<file path="config.mk">
export PLATFORM = sky130hd
export DESIGN_NAME = serial_add_sched_flat
export DESIGN_NICKNAME = d
export VERILOG_FILES = /design/src/rtl/serial_add_sched_pkg.sv /design/src/rtl/serial_add_sched_if.sv /design/src/rtl/add_slice.sv /design/src/rtl/serial_add_sched.sv /design/src/flat_wrapper.sv
export SDC_FILE = /design/constraint.sdc
export NUM_CORES = 1
export LEC_CHECK = 0
export CAP_MARGIN = 20
export CORE_AREA = 2 2 128 130
export CTS_CLUSTER_SIZE = 16
export DETAILED_ROUTE_END_ITERATION = 16
export DIE_AREA = 0 0 130 132
export PLACE_DENSITY = 0.66
export REMOVE_ABC_BUFFERS = 1
export SLEW_MARGIN = 20
export SYNTH_ARGS = -nofsm -noshare
export SYNTH_HDL_FRONTEND = slang
export SYNTH_HIERARCHICAL = 1
export SYNTH_SLANG_ARGS = --single-unit
</file>
<file path="constraint.sdc">
create_clock -name TClk -period 14 [get_ports TClk]
set_clock_uncertainty 0.1 [all_clocks]
set_input_delay 3.5 -clock TClk [delete_from_list [all_inputs] [get_ports TClk]]
set_output_delay 3.5 -clock TClk [all_outputs]
set_load 0.05 [all_outputs]
</file>
<file path="src/rtl/serial_add_sched_pkg.sv">
// Shared types and defaults for the slice-serial adder with a two-requester front end.
// Holds the FSM state set, the default widths and the per-bit full-adder cell.
package serial_add_sched_pkg;

    localparam int SLICE_W_DEF = 8;
    localparam int WORD_W_DEF  = 32;

    typedef enum logic [1:0] {
        IDLE,
        BUSY,
        DONE
    } state_e;

    // Returns {carry_out, sum} of one full-adder bit.
    function automatic logic [1:0] full_add(input logic a, input logic b, input logic c);
        return {(a & b) | (c & (a ^ b)), a ^ b ^ c};
    endfunction

endpackage

</file>
<file path="src/rtl/serial_add_sched_if.sv">
// Request/response bundle between two requesters, one result consumer and serial_add_sched.
// The master side drives requests and rsp_ready; the slave side is the adder scheduler.
interface serial_add_sched_if #(
    parameter int WORD_W = serial_add_sched_pkg::WORD_W_DEF
);

    logic [1:0]        req_valid;
    logic [1:0]        req_ready;
    logic [WORD_W-1:0] req_a0;
    logic [WORD_W-1:0] req_b0;
    logic [WORD_W-1:0] req_a1;
    logic [WORD_W-1:0] req_b1;
    logic [1:0]        req_cin;
    logic              rsp_valid;
    logic              rsp_ready;
    logic [WORD_W-1:0] rsp_sum;
    logic              rsp_cout;
    logic              rsp_id;

    modport master (
        output req_valid, req_a0, req_b0, req_a1, req_b1, req_cin, rsp_ready,
        input  req_ready, rsp_valid, rsp_sum, rsp_cout, rsp_id
    );

    modport slave (
        input  req_valid, req_a0, req_b0, req_a1, req_b1, req_cin, rsp_ready,
        output req_ready, rsp_valid, rsp_sum, rsp_cout, rsp_id
    );

endinterface

</file>
<file path="src/rtl/add_slice.sv">
// Combinational SLICE_W-bit ripple adder built from a chain of full-adder cells.
module add_slice
    import serial_add_sched_pkg::*;
#(
    parameter int SLICE_W = SLICE_W_DEF
) (
    input  logic [SLICE_W-1:0] a_i,
    input  logic [SLICE_W-1:0] b_i,
    input  logic               cin_i,
    output logic [SLICE_W-1:0] sum_o,
    output logic               cout_o
);

    logic       carry;
    logic [1:0] fa;

    always_comb begin
        // NOTE: every variable written here gets a value first, so no path leaves it holding and no latch is inferred.
        sum_o = '0;
        carry = cin_i;
        fa    = '0;
        for (int i = 0; i < SLICE_W; i++) begin
            fa       = full_add(a_i[i], b_i[i], carry);
            sum_o[i] = fa[0];
            carry    = fa[1];
        end
        cout_o = carry;
    end

endmodule

</file>
<file path="src/rtl/serial_add_sched.sv">
// Round-robin scheduler feeding one shared SLICE_W adder, LSB slice first, one slice per cycle.
// A WORD_W add takes WORD_W/SLICE_W BUSY cycles, then the result is held in DONE until taken.
module serial_add_sched
    import serial_add_sched_pkg::*;
#(
    parameter int SLICE_W = SLICE_W_DEF,
    parameter int WORD_W  = WORD_W_DEF
) (
    input  logic              TClk,
    input  logic              rst,
    serial_add_sched_if.slave bus
);

    localparam int            NSLICE = WORD_W / SLICE_W;
    localparam int            KW     = (NSLICE > 1) ? $clog2(NSLICE) : 1;
    localparam logic [KW-1:0] K_LAST = KW'(NSLICE - 1);

    state_e            state_q, state_d;
    logic [KW-1:0]     k_q, k_d;
    logic [WORD_W-1:0] a_q, a_d;
    logic [WORD_W-1:0] b_q, b_d;
    logic [WORD_W-1:0] sum_q, sum_d;
    logic              carry_q, carry_d;
    logic              id_q, id_d;
    logic              ptr_q, ptr_d;

    logic              gnt_id;
    logic [SLICE_W-1:0] sl_a, sl_b, sl_sum;
    logic              sl_cout;

    assign sl_a = a_q[int'(k_q)*SLICE_W +: SLICE_W];
    assign sl_b = b_q[int'(k_q)*SLICE_W +: SLICE_W];

    add_slice #(.SLICE_W(SLICE_W)) u_add_slice (
        .a_i    (sl_a),
        .b_i    (sl_b),
        .cin_i  (carry_q),
        .sum_o  (sl_sum),
        .cout_o (sl_cout)
    );

    // A lone requester wins outright; under contention the pointer decides.
    assign gnt_id = (bus.req_valid == 2'b11) ? ptr_q : bus.req_valid[1];

    always_comb begin
        state_d       = state_q;
        k_d           = k_q;
        a_d           = a_q;
        b_d           = b_q;
        sum_d         = sum_q;
        carry_d       = carry_q;
        id_d          = id_q;
        ptr_d         = ptr_q;
        bus.req_ready = '0;
        unique case (state_q)
            IDLE: begin
                if (|bus.req_valid) begin
                    bus.req_ready = rst ? 2'b00 : (gnt_id ? 2'b10 : 2'b01);
                    a_d           = gnt_id ? bus.req_a1 : bus.req_a0;
                    b_d           = gnt_id ? bus.req_b1 : bus.req_b0;
                    carry_d       = bus.req_cin[gnt_id];
                    id_d          = gnt_id;
                    ptr_d         = ~gnt_id;
                    k_d           = '0;
                    state_d       = BUSY;
                end
            end
            BUSY: begin
                sum_d[int'(k_q)*SLICE_W +: SLICE_W] = sl_sum;
                carry_d = sl_cout;
                if (k_q == K_LAST) begin
                    k_d     = '0;
                    state_d = DONE;
                end else begin
                    k_d = k_q + 1'b1;
                end
            end
            DONE: begin
                if (bus.rsp_ready) state_d = IDLE;
            end
            default: state_d = IDLE;
        endcase
    end

    always_ff @(posedge TClk or posedge rst) begin
        // NOTE: registers take non-blocking assignments so every flop samples pre-edge values.
        if (rst) begin
            state_q <= IDLE;
            k_q     <= '0;
            a_q     <= '0;
            b_q     <= '0;
            sum_q   <= '0;
            carry_q <= 1'b0;
            id_q    <= 1'b0;
            ptr_q   <= 1'b0;
        end else begin
            state_q <= state_d;
            k_q     <= k_d;
            a_q     <= a_d;
            b_q     <= b_d;
            sum_q   <= sum_d;
            carry_q <= carry_d;
            id_q    <= id_d;
            ptr_q   <= ptr_d;
        end
    end

    assign bus.rsp_valid = (state_q == DONE);
    assign bus.rsp_sum   = sum_q;
    assign bus.rsp_cout  = carry_q;
    assign bus.rsp_id    = id_q;

endmodule
</file>
<file path="src/flat_wrapper.sv">
// flat-port wrapper written by rule: the top's interface ports become plain ports
module serial_add_sched_flat import serial_add_sched_pkg::*;
#(
    parameter int SLICE_W = SLICE_W_DEF,
    parameter int WORD_W  = WORD_W_DEF
)
  (TClk, rst, bus_req_valid, bus_req_a0, bus_req_b0, bus_req_a1, bus_req_b1, bus_req_cin, bus_rsp_ready, bus_req_ready, bus_rsp_valid, bus_rsp_sum, bus_rsp_cout, bus_rsp_id);
  serial_add_sched_if #(.WORD_W(WORD_W)) bus_i ();
  input  logic TClk;
  input  logic rst;
  input wire logic [$bits(bus_i.req_valid)-1:0] bus_req_valid;
  input wire logic [$bits(bus_i.req_a0)-1:0] bus_req_a0;
  input wire logic [$bits(bus_i.req_b0)-1:0] bus_req_b0;
  input wire logic [$bits(bus_i.req_a1)-1:0] bus_req_a1;
  input wire logic [$bits(bus_i.req_b1)-1:0] bus_req_b1;
  input wire logic [$bits(bus_i.req_cin)-1:0] bus_req_cin;
  input wire logic [$bits(bus_i.rsp_ready)-1:0] bus_rsp_ready;
  output wire logic [$bits(bus_i.req_ready)-1:0] bus_req_ready;
  output wire logic [$bits(bus_i.rsp_valid)-1:0] bus_rsp_valid;
  output wire logic [$bits(bus_i.rsp_sum)-1:0] bus_rsp_sum;
  output wire logic [$bits(bus_i.rsp_cout)-1:0] bus_rsp_cout;
  output wire logic [$bits(bus_i.rsp_id)-1:0] bus_rsp_id;
  assign bus_i.req_valid = bus_req_valid;
  assign bus_i.req_a0 = bus_req_a0;
  assign bus_i.req_b0 = bus_req_b0;
  assign bus_i.req_a1 = bus_req_a1;
  assign bus_i.req_b1 = bus_req_b1;
  assign bus_i.req_cin = bus_req_cin;
  assign bus_i.rsp_ready = bus_rsp_ready;
  assign bus_req_ready = bus_i.req_ready;
  assign bus_rsp_valid = bus_i.rsp_valid;
  assign bus_rsp_sum = bus_i.rsp_sum;
  assign bus_rsp_cout = bus_i.rsp_cout;
  assign bus_rsp_id = bus_i.rsp_id;
  serial_add_sched #(.SLICE_W(SLICE_W), .WORD_W(WORD_W)) u_core (.TClk(TClk), .rst(rst), .bus(bus_i));
endmodule
</file>
==> reports/qor.log <==
INFO  drt            wire_per_inst=14.62um
INFO  setup_path     category_of_the_most_critical_setup_path=input port to output pin
INFO  timing         totalNegativeSetupSlack=0ns
INFO  logic_synthesis synthesized_area_fraction_occupied_by_xor_and_xnor_cells=0%
INFO  drt            antenna_left=0
INFO  setup_path     crit_family=buffers and inverters
INFO  timing         post-route-worst-setup-slack=4.823ns
INFO  final_layout   antenna-diode-count=0
INFO  clocking       cts.hold.buffers_added=0
INFO  pwr            power.density=226.3mW/mm^2
INFO  logic_synthesis synthMuxAreaShare=19.65%
INFO  logic_synthesis netlist-cell-type-count=33
INFO  logic_synthesis sequential_share_of_the_synthesized_area=50.09%
INFO  worst_hold_path hp-class=flop to flop
INFO  logic_synthesis synth_largest_type_area_fraction=50.09%
INFO  clocking       clock_latency=0.35ns
INFO  final_layout   fin_util=46.71%
INFO  final_layout   net_count_reported_at_finish=753
INFO  final_layout   synthToLayoutAreaGrowth=42.62%
INFO  run            number_of_maximum_capacitance_constraint_violations=0
INFO  drt            first_iter_violations=132
INFO  drt            dr.max_layer_used=met4
INFO  timing         maximum_frequency_from_static_timing_analysis=0.1090GHz
INFO  setup_path     ff2ff_setup_slack=8.87ns
INFO  logic_synthesis synthCells=444
INFO  grt            grt_antenna_before_repair=0
INFO  die            die_w=130um
INFO  drt            wirelength_met1=5242um
INFO  final_layout   seq_area=0.002579sqmm
INFO  setup_path     timing.critical_path.to_type=output pin
INFO  logic_synthesis post_synth_and_or_nand_nor_area_fraction=8.996%
INFO  setup_path     crit_start=bus_req_valid[1]
INFO  clocking       cts.htree.levels=3
INFO  setup_path     crit_path_frequent_cell=sky130_fd_sc_hd__clkdlybuf4s50_1
INFO  drt            drt_drc_violations_left=0
INFO  setup_path     worstPathRequired=10.40ns
INFO  timing         drv_slew=0
INFO  die            die_area=0.01716sqmm
INFO  drt            wl=12040um
INFO  setup_path     list_of_cells_traversed_by_the_critical_path=clkdlybuf4s50_1 -> o21ai_4 -> nor3b_1 -> clkdlybuf4s50_1
INFO  logic_synthesis synth_top_family_by_area=multiplexers
INFO  clocking       worst_setup_hold_path_clk_slew=0.06ns
INFO  logic_synthesis ys_seq_elements=103
INFO  timing         timing.final.crit_share=65.55%
INFO  clocking       cts_resized=0
INFO  status         status=completed
INFO  logic_synthesis synthMostInstantiatedCell=sky130_fd_sc_hd__dfrtp_1
INFO  grt            grt-ovfl-total=0
INFO  timing         grt_setup_unrepaired=no
INFO  die            top_level_ports=172
INFO  pwr            power.static_leakage=3.292nW
INFO  placed_design  gp_congestion=0.7630
INFO  logic_synthesis yosysWarningCount=6
INFO  logic_synthesis avgSynthCellArea=11.59squm
INFO  logic_synthesis ys_top_cells_by_area=sky130_fd_sc_hd__dfrtp_1, sky130_fd_sc_hd__mux2i_1, sky130_fd_sc_hd__mux4_2, sky130_fd_sc_hd__o21ai_0, sky130_fd_sc_hd__nand2_1
INFO  timing         max-slew-margin-rel=36.22%
INFO  setup_path     timing.critical_path.arrival=5.58ns
INFO  timing         report.final.setup_viol=0
INFO  drt            vias=3872
INFO  timing         worstMarginPinSlew=0.9567ns
INFO  setup_path     timing.critical_path.from_type=input port
INFO  setup_path     critical_path.max_stage_delay=0.74ns
INFO  drt            detail_route.first_pass.iterations=4
INFO  timing         hold_violations=0
INFO  worst_hold_path hold_startpoint=u_core/b_q[11]$_DFFE_PP0P_
INFO  clocking       cts_tree=yes
INFO  setup_path     critical_path.max_fanout=36
INFO  drt            drt-vias-per-instance=4.699
INFO  grt            grt_pass1_wl=19690um
INFO  clocking       ctsLongestPathBuffers=2
INFO  die            die-height=132um
INFO  logic_synthesis synth_ff_type=sky130_fd_sc_hd__dfrtp_1
INFO  logic_synthesis synth-edff-count=0
INFO  die            initial_utilization=32.75%
INFO  drt            route.met3.wl=566um
INFO  logic_synthesis compound_gate_fraction_of_synth_area=12.55%
INFO  pwr            power.ir.vdd_worst=0.09645mV
INFO  grt            pin_count_of_the_biggest_net_entering_global_routing=101
INFO  die            rows=46
INFO  final_layout   multi_input_comb_area=0.002370sqmm
INFO  setup_path     crit_path_top_delay_cell=sky130_fd_sc_hd__clkdlybuf4s50_1
INFO  drt            dr_wl_met2=6106um
INFO  logic_synthesis yosysTopAreaCell=sky130_fd_sc_hd__dfrtp_1
INFO  clocking       cts.repair_timing.setup_buffer_count=0
INFO  die            fp.coreArea=0.01571sqmm
INFO  clocking       cts_root_buf=sky130_fd_sc_hd__clkbuf_16
INFO  placed_design  dpl.hpwl=9215um
INFO  logic_synthesis synthAdderAreaFrac=4.571%
INFO  setup_path     worst_r2r_startpoint=u_core/k_q[0]$_DFFE_PP0P_
INFO  grt            grt_pass1_vias=3870
INFO  grt            grtUsageTotal=14.66%
INFO  logic_synthesis synth.cell_area=0.005146sqmm
INFO  placed_design  placement.io_buffers=171
INFO  timing         layout_min_cycle_time=9.177ns
INFO  final_layout   n_fill_cell=1415
INFO  logic_synthesis async_flop_share=100.0%
INFO  setup_path     critical_path.n_buffers_inverters=2
INFO  final_layout   post_route_cells_drive_above_1_share=7.566%
INFO  logic_synthesis post_synth_top_cells=sky130_fd_sc_hd__dfrtp_1, sky130_fd_sc_hd__nand2_1, sky130_fd_sc_hd__o21ai_0, sky130_fd_sc_hd__mux2i_1, sky130_fd_sc_hd__a22o_1
INFO  clocking       tritoncts.num_buffers=9
INFO  placed_design  place_worst_setup_slack=4.802ns
INFO  clocking       tritoncts_num_sinks=103
-- power breakdown --
part           internal (mW)  switching, mW  leakage, nW
logic                  0.350          0.545         1.82
registers              0.430         0.0703         1.32
clock network          0.160          0.105        0.155
-- cells by family after synthesis --
kind of cell	Yosys count
DFF	103
and+or+nand+nor	99
buffers and inverters	42
adders and majority gates	14
muxes	81
AOI/OAI and AO/OA	105
-- stage by stage --
| step | instance area, sq um | instances | power [mW] | hold WS (ns) |
|---|---|---|---|---|
| final | 7340 | 824 | 1.661 | 0.3756 |
| after global placement | 7027 | 809 | 1.384 | 0.3572 |
| after detailed placement | 7027 | 809 | 1.418 | 0.3661 |
| after CTS | 7340 | 824 | 1.686 | 0.3803 |
| after global routing | 7340 | 824 | 1.790 | 0.3945 |
| after floorplan | 4989 | 417 | 1.102 | 0.3446 |
-- cell usage in the layout (no fill, tap or decap), drive strengths merged, types with 3 or more instances in the layout --
cell type        n
clkbuf          11
inv             15
ha               6
o21ai           72
nand2b           3
dfrtp          103
nor2             4
buf              5
nand3            3
mux4            16
mux2i           65
nand2           80
fa               8
nor4             4
clkdlybuf4s50  171
a22o            28
-- worst paths after layout --
kind                                                      end  cells past startpoint
max                                          bus_req_ready[0]                      4
min                                u_core/b_q[11]$_DFFE_PP0P_                      2
max reg2reg                u_core/bus.rsp_sum[31]$_DFFE_PP0P_                     16
min reg2reg                        u_core/b_q[11]$_DFFE_PP0P_                      2
max in group asynchronous           u_core/b_q[8]$_DFFE_PP0P_                      3
min in group asynchronous       u_core/bus.rsp_id$_DFFE_PP0P_                      2
-- worst register-to-register path: cells and delay by family, from the launching register on --
family                     cells  cell delay (ns)
buffers and inverters          5             0.79
and+or+nand+nor                1             0.06
muxes                          1             0.59
adders and majority gates      8             3.03
DFF                            1             0.34
AOI/OAI and AO/OA              1             0.14
-- sequential cells by signal, indices dropped and copies added (netlist names) --
| signal | flops |
|---|---|
| u_core/a_q | 32 |
| u_core/b_q | 32 |
| u_core/bus.rsp_cout | 1 |
| u_core/bus.rsp_id | 1 |
| u_core/bus.rsp_sum | 32 |
| u_core/k_q | 2 |
| u_core/ptr_q | 1 |
| u_core/state_q | 2 |
-- final cells by class --
cell class,instances,area share (%)
clock buffer,11,3.307
clock inverter,4,0.9547
inverter,15,0.8012
multi-input combinational,299,32.29
sequential,103,35.13
tap,216,3.682
timing repair buffer,176,23.83
-- layer usage --
| layer | global-route usage (%) | vias to the layer above |
|---|---|---|
| met5 | 0 | - |
| met1 | 19.02 | 1851 |
| met4 | 3.763 | 0 |
| met2 | 24.49 | 114 |
| met3 | 3.571 | 10 |
| li1 | - | 1897 |
(Power assumes the default switching activity.)
